--- config.mk ---
export PLATFORM = sky130hd
export DESIGN_NAME = sm83_cycle_sequencer
export DESIGN_NICKNAME = d
export VERILOG_FILES = /design/src/rtl/sm83_seq_pkg.sv /design/src/rtl/sm83_onehot_ring.sv /design/src/rtl/sm83_cycle_sequencer.sv
export SDC_FILE = /design/constraint.sdc
export NUM_CORES = 1
export LEC_CHECK = 0
export CORE_AREA = 8 8 45 47
export DETAILED_ROUTE_END_ITERATION = 8
export DIE_AREA = 0 0 53 55
export HOLD_SLACK_MARGIN = 0.05
export PLACE_DENSITY = 0.73
export SYNTH_ARGS = -nofsm -noshare
export SYNTH_HDL_FRONTEND = slang
export SYNTH_SLANG_ARGS = --single-unit
--- constraint.sdc ---
create_clock -name i_clk -period 3.2 [get_ports i_clk]
set_input_delay 0.48 -clock i_clk [delete_from_list [all_inputs] [get_ports i_clk]]
set_output_delay 0.48 -clock i_clk [all_outputs]
set_load 0.01 [all_outputs]
--- src/rtl/sm83_seq_pkg.sv ---
// Shared constants, flag bundle and one-hot decode helper for the SM83 cycle sequencer.
package sm83_seq_pkg;

  localparam int T_PER_M_DEF = 4;
  localparam int M_MAX_DEF   = 6;
  localparam int IDX_VEC_W   = 16;

  typedef struct packed {
    logic m_ovf;
    logic seq_err;
  } seq_flags_t;

  // Vectors narrower than IDX_VEC_W are zero-extended by the caller.
  function automatic logic [3:0] onehot_to_idx(input logic [IDX_VEC_W-1:0] vec);
    logic [3:0] idx;
    idx = 4'd0;
    for (int i = 0; i < IDX_VEC_W; i++) begin
      if (vec[i]) idx = idx | 4'(i);
    end
    return idx;
  endfunction

endpackage

--- src/rtl/sm83_onehot_ring.sv ---
// One-hot rotating register: load-first beats hold beats advance; optional saturation at the top bit.
// Registered output, one clock from control to new position.
module sm83_onehot_ring #(
  parameter int WIDTH = 4
) (
  input  logic             i_clk,
  input  logic             i_reset,
  input  logic             i_load_first,
  input  logic             i_hold,
  input  logic             i_advance,
  input  logic             i_sat_en,
  output logic [WIDTH-1:0] o_vec
);

  logic [WIDTH-1:0] r_vec;
  logic [WIDTH-1:0] w_vec_nxt;
  logic [WIDTH-1:0] w_first;

  assign w_first = WIDTH'(1);
  assign o_vec   = r_vec;

  always_comb begin
    w_vec_nxt = r_vec;
    if (i_load_first) begin
      w_vec_nxt = w_first;
    end else if (i_hold) begin
      w_vec_nxt = r_vec;
    end else if (i_advance) begin
      if (i_sat_en && r_vec[WIDTH-1]) w_vec_nxt = r_vec;
      else                            w_vec_nxt = {r_vec[WIDTH-2:0], r_vec[WIDTH-1]};
    end
  end

  always_ff @(posedge i_clk) begin
    if (i_reset) r_vec <= w_first;
    else         r_vec <= w_vec_nxt;
  end

endmodule

--- src/rtl/sm83_cycle_sequencer.sv ---
// SM83 T-state / M-cycle strobe generator with stall, resync, saturation and misuse flags.
// Optional completed-M-cycle counter port o_mcount when SM83_SEQ_MCOUNT_EN is defined.
module sm83_cycle_sequencer
  import sm83_seq_pkg::*;
#(
  parameter int T_PER_M  = T_PER_M_DEF,
  parameter int M_MAX    = M_MAX_DEF,
  parameter int MCOUNT_W = 16
) (
  input  logic                       i_clk,
  input  logic                       i_reset,
  input  logic                       i_ncyc,
  input  logic                       i_set_m1,
  input  logic                       i_stall,
  output logic [T_PER_M-1:0]         o_t,
  output logic [M_MAX-1:0]           o_m,
  output logic [$clog2(M_MAX)-1:0]   o_m_idx,
  output logic                       o_t_last,
  output logic                       o_m_boundary,
  output logic                       o_m_ovf,
  output logic                       o_seq_err
`ifdef SM83_SEQ_MCOUNT_EN
  ,
  output logic [MCOUNT_W-1:0]        o_mcount
`endif
);

  localparam int MIDX_W = $clog2(M_MAX);

  if (T_PER_M < 2 || T_PER_M > 8 || M_MAX < 2 || M_MAX > 16 || MCOUNT_W < 1) begin : g_bad_params
    $error("sm83_cycle_sequencer: parameter out of legal range");
  end

  logic                 w_m_adv;
  logic [IDX_VEC_W-1:0] w_m_wide;
  logic [3:0]           w_m_idx4;
  seq_flags_t           r_flags;

  assign o_t_last     = o_t[T_PER_M-1];
  assign o_m_boundary = o_t_last & ~i_stall;
  // A resync on the last T-state restarts the cycle instead of completing it.
  assign w_m_adv      = o_m_boundary & ~i_ncyc;

  sm83_onehot_ring #(.WIDTH(T_PER_M)) u_t_ring (
    .i_clk        (i_clk),
    .i_reset      (i_reset),
    .i_load_first (i_ncyc),
    .i_hold       (i_stall),
    .i_advance    (1'b1),
    .i_sat_en     (1'b0),
    .o_vec        (o_t)
  );

  sm83_onehot_ring #(.WIDTH(M_MAX)) u_m_ring (
    .i_clk        (i_clk),
    .i_reset      (i_reset),
    .i_load_first (w_m_adv & i_set_m1),
    .i_hold       (~w_m_adv),
    .i_advance    (w_m_adv),
    .i_sat_en     (1'b1),
    .o_vec        (o_m)
  );

  assign w_m_wide = IDX_VEC_W'(o_m);
  assign w_m_idx4 = onehot_to_idx(w_m_wide);
  assign o_m_idx  = w_m_idx4[MIDX_W-1:0];

  always_ff @(posedge i_clk) begin
    if (i_reset) begin
      r_flags <= '0;
    end else begin
      if (w_m_adv && !i_set_m1 && o_m[M_MAX-1]) r_flags.m_ovf <= 1'b1;
      if (i_set_m1 && !o_t_last)                r_flags.seq_err <= 1'b1;
    end
  end

  assign o_m_ovf   = r_flags.m_ovf;
  assign o_seq_err = r_flags.seq_err;

`ifdef SM83_SEQ_MCOUNT_EN
  logic [MCOUNT_W-1:0] r_mcount;

  always_ff @(posedge i_clk) begin
    if (i_reset)      r_mcount <= '0;
    else if (w_m_adv) r_mcount <= r_mcount + MCOUNT_W'(1);
  end

  assign o_mcount = r_mcount;
`endif

endmodule

==> reports/metrics.cfg <==
[worst_hold_path]
hold_class=register to register

[sta]
slew_violations=0
fin_setup_tns_ns=0
period_share_pct=73.25
timing.hold.ws_ns=0.4707
setup_viol=0
clock_skew_ns=0.004302
fmax_mhz=426.6
hold_viol=0
max_slew_margin_pct=70.32
worst_pin_slew_ns=0.4433
rsz0062_at_grt=false
fin_crit_ns=2.344

[logic_synthesis]
syn_area_um2=493.0
synth_seq_cells=12
syn_nets=51
synth.avg_cell_area_um2=10.72
synth_cell_types=17
yosys_warnings=0
syn_inst=46
seq_area_frac_synth_pct=48.73

[detailed_routing]
num_vias=393
ant_nets=0
drt-pass1-iter-count=2
wl_per_cell_um=13.20
routed_wl_um=1109
vias_per_cell=4.679
drc=0
drtIter0Drc=2

[cells_and_area]
fillerInstances=140
design_area_um2=726.9
mostFrequentLayoutCell=clkdlybuf4s50_1
ff_latch_area_um2=240.2
final_core_util_pct=52.53
multi_input_area_um2=222.7
most-common-layout-cells=clkdlybuf4s50_1 (21), dfxtp_1 (12), mux2i_1 (7)
drive_gt1_share_pct=16.18
area_growth_pct=47.46
fin_nets=75
antenna_cells=0

[grt]
grt_util_met1_pct=7.810
globalRouteOverflowTotal=0
busiest_layer=met2
antenna_found_initial=0
grt_use_met2_pct=13.09
met3_usage_pct=4.545
grt_use_total_pct=7.890
grt_pass1_wl_um=1725
grt_pass1_vias=415
grt_max_degree=8

[clocking]
cts_setup_buffers=0
cts.reportedPaths.clkPinSlew_ns=0.07
root_buffer=clkbuf_4
cts_tree=done
htreeDepth=1
cts_resized=0
ctsHoldBuffers=0
clock-sinks=12
clockBufferDepth=2
clk_latency_ns=0.26
cts-buffers-inserted=3

[floorplanning]
die_area_um2=2915
start_util_pct=35.62
core_um2=1384
die_w_um=53
ios=22
fp-row-count=14
fp.dieH_um=55

[placed_design]
io_buffers=21
dpl_cell_area_um2=704.4
dpl.hpwl_um=881.8
place.gp.congestion=0.6453

[worst_setup_path]
cp_data_arrival_time_ns=1.86
path_class=input port to output pin
cp_max_fo=7
cp_slowest_cell=clkdlybuf4s50_1
crit_path_end_kind=output pin
path_cells=clkdlybuf4s50_1 -> nor2_1 -> clkdlybuf4s50_1
critPathMaxStageDelay_ns=0.61
startpoint_type=input port
path_common_cell=clkdlybuf4s50_1
worstPathRequired_ns=2.72

[status]
outcome=finished, final reports clean

[pwr]
p_leak_nw=0.2801
ir_drop_mv=0.1958
p_per_area_nw_per_um2=359.7

[flow_run]
drv_cap=0

[layer usage]
metal | up-vias | wire [um]
met5 | - | 0
met1 | 176 | 488
met4 | 0 | 0
met3 | 0 | 149
li1 | 200 | -
met2 | 17 | 471
[Yosys cell counts]
| cell type | count | share of area (%) |
|---|---|---|
| o21bai_1 | 1 | 1.5 |
| nor3_1 | 3 | 3.0 |
| a31oi_1 | 1 | 1.3 |
| inv_1 | 3 | 2.3 |
| nor2_2 | 4 | 5.1 |
| nor2_1 | 4 | 3.0 |
| buf_6 | 1 | 2.3 |
| a2111o_1 | 1 | 2.3 |
| dfxtp_1 | 12 | 49 |
| or3_1 | 1 | 1.3 |
| a21oi_1 | 2 | 2.0 |
| mux2i_1 | 7 | 14 |
| or2_2 | 2 | 2.5 |
| nor4b_4 | 1 | 4.8 |
| buf_4 | 1 | 1.5 |
| nor3b_2 | 1 | 2.5 |
| a21o_1 | 1 | 1.5 |
[sequential cells by signal, summed over array words and instances (netlist names)]
| name | flops |
|---|---|
| u_m_ring.o_vec | 6 |
| u_t_ring.o_vec | 4 |
| o_m_ovf | 1 |
| o_seq_err | 1 |
[path summary, 6_finish.rpt]
check	from	depth (start not counted)	end	slack, ns
max reg2reg	u_m_ring.o_vec[5]	3	u_m_ring.o_vec[1]	1.90
min reg2reg	o_seq_err	2	o_seq_err	0.47
max	i_stall	3	o_m_boundary	0.86
min	o_seq_err	2	o_seq_err	0.47
[cell families (layout without fill, tap and decap cells)]
family                 count (synthesis)  count (layout)  share of synthesized area [%]
AND/OR/NAND/NOR                       16              16                          22.33
AO/OA/AOI/OAI                          6               6                          8.631
flip-flops                            12              12                          48.73
buffers and inverters                  5              27                          6.092
multiplexers                           7               7                          14.21
[power by group]
part / internal (W) / leakage [nW] / switching, W / total [W]
Sequential: 0.000152 / 0.0974 / 0.00000140 / 0.000153
Combinational: 0.0000115 / 0.169 / 0.00000990 / 0.0000214
Clock: 0.0000433 / 0.0138 / 0.0000438 / 0.0000871
[metrics by stage]
step,total power (W),setup slack (ns),std cells
final,0.0002615,0.8560,84
after CTS,0.0002661,0.8350,84
after floorplan,0.0001662,1.789,46
after detailed placement,0.0001782,0.8415,81
after global placement,0.0001780,0.8692,81
after global routing,0.0002722,0.7735,84
[worst max-delay path: cells and delay by family]
kind                   cells  cell delay (ns)
buffers and inverters      2             1.17
and+or+nand+nor            1             0.22
[cell type report]
cell class / count / share of cell area (%)
sequential: 12 / 33.05
multi-input combinational: 29 / 30.64
tap: 16 / 2.754
clock buffer: 3 / 3.098
timing repair buffer: 21 / 28.92
inverter: 3 / 1.549
Note: power is estimated with default switching activity, not from simulation.
